## config.mk

```make
export PLATFORM = sky130hd
export DESIGN_NAME = muldiv_unit
export DESIGN_NICKNAME = d
export VERILOG_FILES = /design/src/rtl/muldiv_unit.sv
export SDC_FILE = /design/constraint.sdc
export NUM_CORES = 1
export LEC_CHECK = 0
export CORE_ASPECT_RATIO = 0.9
export CORE_MARGIN = 3
export CORE_UTILIZATION = 50
export CTS_BUF_LIST = sky130_fd_sc_hd__clkbuf_4
export DETAILED_ROUTE_END_ITERATION = 16
export PLACE_DENSITY = 0.7
export SETUP_SLACK_MARGIN = 0.05
export SLEW_MARGIN = 20
export SYNTH_ARGS = -nofsm -noshare
export SYNTH_HDL_FRONTEND = slang
export SYNTH_SLANG_ARGS = --single-unit
```

## constraint.sdc

```tcl
create_clock -name clk -period 9.4 [get_ports clk]
set_input_delay 2.82 -clock clk [delete_from_list [all_inputs] [get_ports clk]]
set_output_delay 2.82 -clock clk [all_outputs]
set_load 0.01 [all_outputs]
```

## src/rtl/muldiv_unit.sv

```systemverilog
// Purpose: iterative RV32M-style multiply/divide unit (MUL/MULH/MULHSU/MULHU/DIV/DIVU/REM/REMU), XLEN-generic.
// Latency: done in cycle XLEN+1 after the accept edge; divide-by-zero and signed overflow finish in cycle 1.
// Backpressure: one op at a time; start is only sampled in IDLE, busy stalls the pipe, kill aborts silently.
module muldiv_unit #(
  parameter int XLEN = 32,
  parameter int RD_W = 5
) (
  input  logic            clk,
  input  logic            rst,
  input  logic            start,
  input  logic [2:0]      funct3,
  input  logic [XLEN-1:0] op_a,
  input  logic [XLEN-1:0] op_b,
  input  logic [RD_W-1:0] rd_in,
  input  logic            kill,
  output logic            busy,
  output logic            done,
  output logic [XLEN-1:0] result,
  output logic [RD_W-1:0] rd_out
);

  localparam int CNT_W = (XLEN > 1) ? $clog2(XLEN) : 1;
  localparam logic [XLEN-1:0] MIN_NEG  = {1'b1, {(XLEN-1){1'b0}}};
  localparam logic [XLEN-1:0] ALL_ONES = {XLEN{1'b1}};

  localparam logic [2:0] F_MUL    = 3'b000;
  localparam logic [2:0] F_MULH   = 3'b001;
  localparam logic [2:0] F_MULHSU = 3'b010;
  localparam logic [2:0] F_MULHU  = 3'b011;
  localparam logic [2:0] F_DIV    = 3'b100;
  localparam logic [2:0] F_DIVU   = 3'b101;
  localparam logic [2:0] F_REM    = 3'b110;
  localparam logic [2:0] F_REMU   = 3'b111;

  typedef enum logic [1:0] {
    S_IDLE = 2'd0,
    S_MUL  = 2'd1,
    S_DIV  = 2'd2,
    S_FIN  = 2'd3
  } state_t;

  state_t            state_q, state_d;
  logic [CNT_W-1:0]  cnt_q, cnt_d;
  logic [2:0]        f3_q, f3_d;
  logic              neg_q, neg_d;
  logic [XLEN-1:0]   mcand_q, mcand_d;
  // Shared accumulator: multiply keeps {product_hi, multiplier/product_lo},
  // divide keeps {partial remainder, dividend/quotient}.
  logic [2*XLEN-1:0] prod_q, prod_d;
  logic [RD_W-1:0]   rd_q, rd_d;
  logic [XLEN-1:0]   result_q, result_d;
  logic [RD_W-1:0]   rd_out_q, rd_out_d;

  // Operand decode, computed from the raw inputs so it is ready at the accept edge.
  logic            accept;
  logic            is_div;
  logic            a_signed, b_signed;
  logic            a_neg, b_neg;
  logic [XLEN-1:0] a_mag, b_mag;
  logic            div_zero, div_ovf, fast;
  logic [XLEN-1:0] fast_val;
  logic            neg_start;

  // Iteration datapath
  logic              iter_en, cnt_last;
  logic [XLEN:0]     mul_sum;
  logic [2*XLEN-1:0] mul_next;
  logic [XLEN:0]     div_tmp, div_diff;
  logic              div_ge;
  logic [2*XLEN-1:0] div_next;

  // Fix-up stage
  logic [2*XLEN-1:0] prod_fix;
  logic [XLEN-1:0]   quo_fix, rem_fix;
  logic [XLEN-1:0]   fin_res;

  // Decode signedness, magnitudes and the divide special cases of the incoming op.
  always_comb begin
    accept   = (state_q == S_IDLE) && start && !kill;
    is_div   = funct3[2];
    if (is_div) begin
      a_signed = ~funct3[0];
      b_signed = ~funct3[0];
    end else begin
      a_signed = (funct3 != F_MULHU);
      b_signed = (funct3 == F_MUL) || (funct3 == F_MULH);
    end
    a_neg    = a_signed & op_a[XLEN-1];
    b_neg    = b_signed & op_b[XLEN-1];
    a_mag    = a_neg ? (~op_a + 1'b1) : op_a;
    b_mag    = b_neg ? (~op_b + 1'b1) : op_b;
    div_zero = (op_b == '0);
    div_ovf  = ~funct3[0] && (op_a == MIN_NEG) && (op_b == ALL_ONES);
    fast     = is_div && (div_zero || div_ovf);
    // REM/REMU have funct3[1] set; DIV/DIVU clear.
    if (div_zero) begin
      fast_val = funct3[1] ? op_a : ALL_ONES;
    end else begin
      fast_val = funct3[1] ? '0 : op_a;
    end
    // Remainder follows the dividend's sign; product and quotient follow the XOR.
    if (is_div && funct3[1]) begin
      neg_start = a_neg;
    end else begin
      neg_start = a_neg ^ b_neg;
    end
  end

  // One shift-add multiply step and one restoring divide step on the accumulator.
  always_comb begin
    iter_en  = ((state_q == S_MUL) || (state_q == S_DIV)) && !kill;
    cnt_last = (cnt_q == CNT_W'(XLEN - 1));
    mul_sum  = {1'b0, prod_q[2*XLEN-1:XLEN]} + (prod_q[0] ? {1'b0, mcand_q} : '0);
    mul_next = {mul_sum, prod_q[XLEN-1:1]};
    div_tmp  = {prod_q[2*XLEN-1:XLEN], prod_q[XLEN-1]};
    div_diff = div_tmp - {1'b0, mcand_q};
    // Partial remainder stays below the divisor, so the difference sign bit is exact.
    div_ge   = ~div_diff[XLEN];
    if (div_ge) begin
      div_next = {div_diff[XLEN-1:0], prod_q[XLEN-2:0], 1'b1};
    end else begin
      div_next = {div_tmp[XLEN-1:0], prod_q[XLEN-2:0], 1'b0};
    end
  end

  // Sign fix-up and result select used during the FIN cycle.
  always_comb begin
    prod_fix = neg_q ? (~prod_q + 1'b1) : prod_q;
    quo_fix  = neg_q ? (~prod_q[XLEN-1:0] + 1'b1) : prod_q[XLEN-1:0];
    rem_fix  = neg_q ? (~prod_q[2*XLEN-1:XLEN] + 1'b1) : prod_q[2*XLEN-1:XLEN];
    fin_res  = '0;
    case (f3_q)
      F_MUL:                       fin_res = prod_fix[XLEN-1:0];
      F_MULH, F_MULHSU, F_MULHU:   fin_res = prod_fix[2*XLEN-1:XLEN];
      F_DIV, F_DIVU:               fin_res = quo_fix;
      F_REM, F_REMU:               fin_res = rem_fix;
      default:                     fin_res = '0;
    endcase
  end

  // Next-state and handshake outputs.
  always_comb begin
    state_d = state_q;
    busy    = (state_q != S_IDLE);
    done    = (state_q == S_FIN) && !kill;
    case (state_q)
      S_IDLE: begin
        if (accept) begin
          if (fast) begin
            state_d = S_FIN;
          end else if (is_div) begin
            state_d = S_DIV;
          end else begin
            state_d = S_MUL;
          end
        end
      end
      S_MUL, S_DIV: begin
        if (kill) begin
          state_d = S_IDLE;
        end else if (cnt_last) begin
          state_d = S_FIN;
        end
      end
      S_FIN:   state_d = S_IDLE;
      default: state_d = S_IDLE;
    endcase
  end

  // Datapath next-state: load on accept, step while iterating, publish on done.
  always_comb begin
    cnt_d    = cnt_q;
    f3_d     = f3_q;
    neg_d    = neg_q;
    mcand_d  = mcand_q;
    prod_d   = prod_q;
    rd_d     = rd_q;
    result_d = result_q;
    rd_out_d = rd_out_q;
    if (accept) begin
      cnt_d = '0;
      f3_d  = funct3;
      rd_d  = rd_in;
      if (fast) begin
        // Both halves hold the answer so FIN picks it for either quotient or remainder.
        neg_d   = 1'b0;
        mcand_d = '0;
        prod_d  = {fast_val, fast_val};
      end else if (is_div) begin
        neg_d   = neg_start;
        mcand_d = b_mag;
        prod_d  = {{XLEN{1'b0}}, a_mag};
      end else begin
        neg_d   = neg_start;
        mcand_d = a_mag;
        prod_d  = {{XLEN{1'b0}}, b_mag};
      end
    end else if (iter_en) begin
      cnt_d  = cnt_q + CNT_W'(1);
      prod_d = (state_q == S_MUL) ? mul_next : div_next;
    end
    if (done) begin
      result_d = fin_res;
      rd_out_d = rd_q;
    end
  end

  // State register.
  always_ff @(posedge clk or negedge rst) begin
    if (!rst) begin
      state_q <= S_IDLE;
    end else begin
      state_q <= state_d;
    end
  end

  // Datapath and result registers; reset clears everything so an aborted op leaves no trace.
  always_ff @(posedge clk or negedge rst) begin
    if (!rst) begin
      cnt_q    <= '0;
      f3_q     <= '0;
      neg_q    <= 1'b0;
      mcand_q  <= '0;
      prod_q   <= '0;
      rd_q     <= '0;
      result_q <= '0;
      rd_out_q <= '0;
    end else begin
      cnt_q    <= cnt_d;
      f3_q     <= f3_d;
      neg_q    <= neg_d;
      mcand_q  <= mcand_d;
      prod_q   <= prod_d;
      rd_q     <= rd_d;
      result_q <= result_d;
      rd_out_q <= rd_out_d;
    end
  end

  // Present the fresh result in the done cycle, then hold it from the register.
  always_comb begin
    result = done ? fin_res : result_q;
    rd_out = done ? rd_q : rd_out_q;
  end

endmodule

```

Yosys cells after proc, flatten, opt, wreduce, memory -nomap -nowiden:

Cells that the tools add are included.

* add/subtract/negate cells: 8
* equality and inequality tests: 17
* muxes and demuxes: 32
* bitwise operators: 9
* reduce and logical (&&, ||, !) cells: 23

Operators with widths (number)
* 32-bit 2-to-1 mux: 12
* 64-bit 2-to-1 mux: 6
* 32-bit by 1-bit adder with 32-bit output, second input constant: 4
* 32-bit NOT: 4
* 32-bit case mux with 4 select lines: 1
* 64-bit by 1-bit adder with 64-bit output, second input constant: 1
* 32-bit == test, second input constant: 2
* 64-bit NOT: 1
* 32-bit by 32-bit adder with 33-bit output: 1
* 33-bit by 32-bit subtractor with 33-bit output: 1
* 32-bit zero test: 1
* 5-bit 2-to-1 mux: 3
* 3-bit == test, second input constant: 4
* 2-bit 2-to-1 mux: 5
* 1-bit logical AND: 8
* 3-bit by 1-bit == test with 1-bit output, second input constant: 2
* 3-bit by 2-bit == test with 1-bit output, second input constant: 2
* 3-bit zero test: 2
* 2-bit case mux with 3 select lines: 1
* 2-bit OR reduction: 3
* 5-bit by 1-bit adder with 5-bit output, second input constant: 1
* 5-bit == test, second input constant: 1
* 2-bit == test, second input constant: 2
* 1-bit 2-to-1 mux: 4
* other kinds (13): 17

* bits in registers: 149
* output and inout port bits: 39
* logic and storage cells: 98

Longest topological paths before layout:

* depth after elaboration: 8
* depth in mapped cells: 15

Worst setup path before layout:

Ideal clock, no wire load.

* kind: input -> output
* start point: in kill
* end point: out result[26]
* arrival: 3.734 ns
* setup slack: 2.846 ns
* stages on the path: 5
* buffers on the path: 2
* cells stage by stage: nand2b_1 clkbuf_1 buf_1 nand2_1 o21ai_0

* cells in the longest elaborated chain, start to end: 3

Ends and longest elaborated chain
* start: declaration: RTL line 15 `input logic kill,`
* 1-bit zero test: RTL line 145 `done = (state_q == S_FIN) && !kill;`
* 1-bit logical AND: RTL line 145
* 32-bit 2-to-1 mux
* end: declaration: RTL line 18 `output logic [XLEN-1:0] result,`

No other way between the ends.

Final worst setup path:

* start point: in kill
* end point: out result[30]

Same word-level chain as after synthesis.

==> impl_metrics.json <==
{
  "cts_post_setup_buffers_inserted": 0,
  "grt_usage_pct": 35.96,
  "totalNegativeSetupSlack_ns": 0,
  "drt_iter0_drc": 1779,
  "worst_clock_skew_ns": 0.03587,
  "max-slew-margin-rel_pct": 36.27,
  "setup.worst_path.start": "kill",
  "end_kind": "primary output",
  "utilization_pct": 56.31,
  "critical-path-top-cell-by-count": "sky130_fd_sc_hd__clkdlybuf4s50_1",
  "cts_inserted_buffers": 17,
  "powerDensity_mw_per_mm2": 385.2,
  "slowest_delay_ns": 0.64,
  "setup_repair_after_global_routing_missed_its_margin": "no",
  "fin_cells": 2526,
  "cts.reportedPaths.clkPinSlew_ns": 0.16,
  "cts.repair.resized": 0,
  "worst_path_dominant_cell_family": "buffers and inverters",
  "initial_standard_cell_utilization_of_the_core_pct": 51.12,
  "hold_viol_final": 0,
  "synth_fp_nets": 2238,
  "wl_per_cell_um": 23.64,
  "yosysSeqAreaShare_pct": 24.23,
  "initial_antenna_violation_count": 1,
  "detailedPlacementHpwl_mm": 45.35,
  "worstSetupPathType": "primary input to primary output",
  "hold_path.class": "flop to flop",
  "highest-signal-layer": "met4",
  "final_antenna_net_count": 0,
  "floorplan.die_area_mm2": 0.03292,
  "period_minus_slack_ns": 8.177,
  "timing.reg2reg.setup_slack_ns": 4.69,
  "syn_inst": 2085,
  "worst_path_max_delay_cell": "sky130_fd_sc_hd__clkinv_1",
  "worstReg2RegEnd": "prod_q[60]$_DFFE_PN0P_",
  "syn-mean-instance-area_um2": 7.381,
  "routed_via_density": 6.549,
  "cp_max_fo": 27,
  "ys_ff_latch": 149,
  "peak_vdd_ir_uv": 235.8,
  "synthMostInstantiatedCell": "sky130_fd_sc_hd__nand2_1",
  "synth_top_flop_cell": "sky130_fd_sc_hd__dfrtp_1",
  "critPathLaunchType": "primary input",
  "drc_errors": 0,
  "reg2reg_from": "prod_q[32]$_DFFE_PN0P_",
  "vias": 16540,
  "tritoncts": "built",
  "wl_mm": 59.72,
  "drt-pass1-iter-count": 6,
  "netlist_top_cells_count": "sky130_fd_sc_hd__nand2_1, sky130_fd_sc_hd__o21ai_0, sky130_fd_sc_hd__a21oi_1, sky130_fd_sc_hd__nor2_1, sky130_fd_sc_hd__dfrtp_1",
  "hold_path_end": "rd_out_q[1]$_DFF_PN0_",
  "whs_path_depth": 2,
  "core_footprint_mm2": 0.03010,
  "syn_warnings": 0,
  "port_buffers": 114,
  "worst-path-buf-inv": 3,
  "post_cts_hold_buffer_count": 0,
  "worstSkewPairLatency_ns": 0.64,
  "ys_top_cells_by_area": "sky130_fd_sc_hd__dfrtp_1, sky130_fd_sc_hd__o21ai_0, sky130_fd_sc_hd__nand2_1",
  "mappedNetlistArea_mm2": 0.01539,
  "power_leakage_nw": 6.933,
  "drv_cap": 0,
  "setup_viol": 0,
  "tightestPinTransition_ns": 0.9549,
  "placedCellCount": 2492,
  "synth_largest_type_area_fraction_pct": 24.23,
  "grt_start_max_net_pins": 81,
  "library_cell_occupying_the_most_area_in_the_post_synthesis_netlist": "sky130_fd_sc_hd__dfrtp_1",
  "wl_met1_mm": 24.74,
  "post_placement_worst_setup_slack_ns": 1.198,
  "flow.area_growth_from_synthesis_pct": 10.16,
  "worstPathRequired_ns": 6.58,
  "first_pass_grt_wire_length_mm": 90.98,
  "power_w": 0.006529,
  "layout_setup_ws_ns": 1.223,
  "ioPinCount": 115,
  "timing.hold.worst.start": "rd_out_q[1]$_DFF_PN0_",
  "synth_cell_types": 91,
  "finalNetCount": 2262,
  "reg2reg_depth": 12,
  "maxSlewViolCount": 0,
  "die_h_um": 172.4,
  "clock_path_buffers": 2,
  "outcome": "finished, final reports clean",
  "core.rowCount": 60,
  "post_route_cells_drive_above_1_share_pct": 5.278,
  "fmax_ghz": 0.1223,
  "timing.critical_path.arrival_ns": 5.36,
  "number_of_global_route_vias_before_repair": 15240,
  "root_driver": "sky130_fd_sc_hd__clkbuf_4",
  "count_of_flip_flops_with_a_built_in_enable_after_synthesis": 0,
  "met3WireLength_mm": 5.803,
  "clock-sinks": 149,
  "fp.dieW_um": 190.9,
  "htree_num_levels": 4,
  "cp_cell_sequence": "clkdlybuf4s50_1 > nand2b_2 > clkinv_1 > nand2_1 > o22ai_1 > a21oi_1 > clkdlybuf4s50_1",
  "detail_route_met2_wl_mm": 25.97,
  "share_of_synthesized_registers_carrying_an_async_set_or_reset_pct": 100.0,
  "grt-ovfl-total": 0,
  "gp_routability_congestion": 1.004,
  "min_period_over_period_pct": 86.99
}
==> cells by family (layout without fill, tap and decap cells) <==
logic type | count (synthesis) | after routing | share of synthesized area (%)
buf+inv | 198 | 235 | 5.269
xor+xnor | 168 | 168 | 9.611
mux | 54 | 54 | 3.545
flops | 149 | 149 | 24.23
simple gates | 698 | 698 | 21.16
other cells | 0 | 1 | 0
fa+ha+maj | 77 | 77 | 6.358
compound gates | 741 | 741 | 29.83
==> layer usage <==
metal	vias up	global-route usage [%]
met5	-	0
met4	0	17.77
met3	150	9.061
met2	842	55.59
met1	7889	47.03
li1	7663	-
==> flip-flops by register name, summed over array words and instances, names as in the netlist <==
name and flops:
rd_out_q 5, neg_q 1, f3_q 3, mcand_q 32, state_q 2, cnt_q 5
rd_q 5, result_q 32, prod_q 64
==> cell usage in the layout, fill, tap and decap left out, types with 16 or more instances in the layout <==
cell                              instances
sky130_fd_sc_hd__a211oi_1                16
sky130_fd_sc_hd__a21o_1                  32
sky130_fd_sc_hd__a21oi_1                198
sky130_fd_sc_hd__a31oi_1                 24
sky130_fd_sc_hd__buf_4                   23
sky130_fd_sc_hd__clkbuf_4                17
sky130_fd_sc_hd__clkdlybuf4s50_1        112
sky130_fd_sc_hd__dfrtp_1                148
sky130_fd_sc_hd__ha_1                    74
sky130_fd_sc_hd__inv_1                   63
sky130_fd_sc_hd__mux2i_1                 50
sky130_fd_sc_hd__nand2_1                269
sky130_fd_sc_hd__nand3_1                 36
sky130_fd_sc_hd__nand4_1                 23
sky130_fd_sc_hd__nor2_1                 182
sky130_fd_sc_hd__nor3_1                  39
sky130_fd_sc_hd__nor4_1                  17
sky130_fd_sc_hd__o211ai_1                30
sky130_fd_sc_hd__o21ai_0                231
sky130_fd_sc_hd__o221ai_1                18
sky130_fd_sc_hd__o22ai_1                 37
sky130_fd_sc_hd__o31ai_1                 37
sky130_fd_sc_hd__o41ai_1                 16
sky130_fd_sc_hd__or3_1                   18
sky130_fd_sc_hd__or4_1                   20
sky130_fd_sc_hd__xnor2_1                 89
sky130_fd_sc_hd__xor2_1                  77
==> final cells by class <==
cell class	count	area, um^2
multi-input cells	1738	10870
well taps	403	504.2
clock buffers	17	127.6
fillers	2899	13150
inverters	65	244.0
clock inverters	15	131.4
diodes	1	2.502
flip-flops and latches	149	3730
repair buffers	138	1338
==> stage by stage <==
| stage | instance area (um^2) | hold WS (ns) |
|---|---|---|
| 4_1_cts | 16920 | 0.4913 |
| 6_report | 16950 | 0.4928 |
| 3_3_place_gp | 16660 | 0.4511 |
| 5_1_grt | 16950 | 0.5154 |
| 2_1_floorplan | 15390 | 0.4455 |
| 3_5_place_dp | 16660 | 0.4599 |
==> power by group <==
| part | total (W) | internal (W) | switching [W] |
|---|---|---|---|
| sequential | 0.00146 | 0.000936 | 0.000528 |
| combinational | 0.00466 | 0.00179 | 0.00287 |
| clock | 0.000409 | 0.000116 | 0.000293 |
==> worst max-delay path by stage <==
stage,end,cells past startpoint
2_1_floorplan,result[26],5
3_3_place_gp,result[30],7
3_5_place_dp,result[30],7
4_1_cts,result[30],7
5_1_grt,result[30],7
6_report,result[30],7
==> worst min-delay path, cell delays in order (launching register included) <==
cell,delay (ns)
sky130_fd_sc_hd__dfrtp_1,0.35
sky130_fd_sc_hd__nand2_1,0.04
sky130_fd_sc_hd__nand2_1,0.07
(Power assumes the default switching activity.)
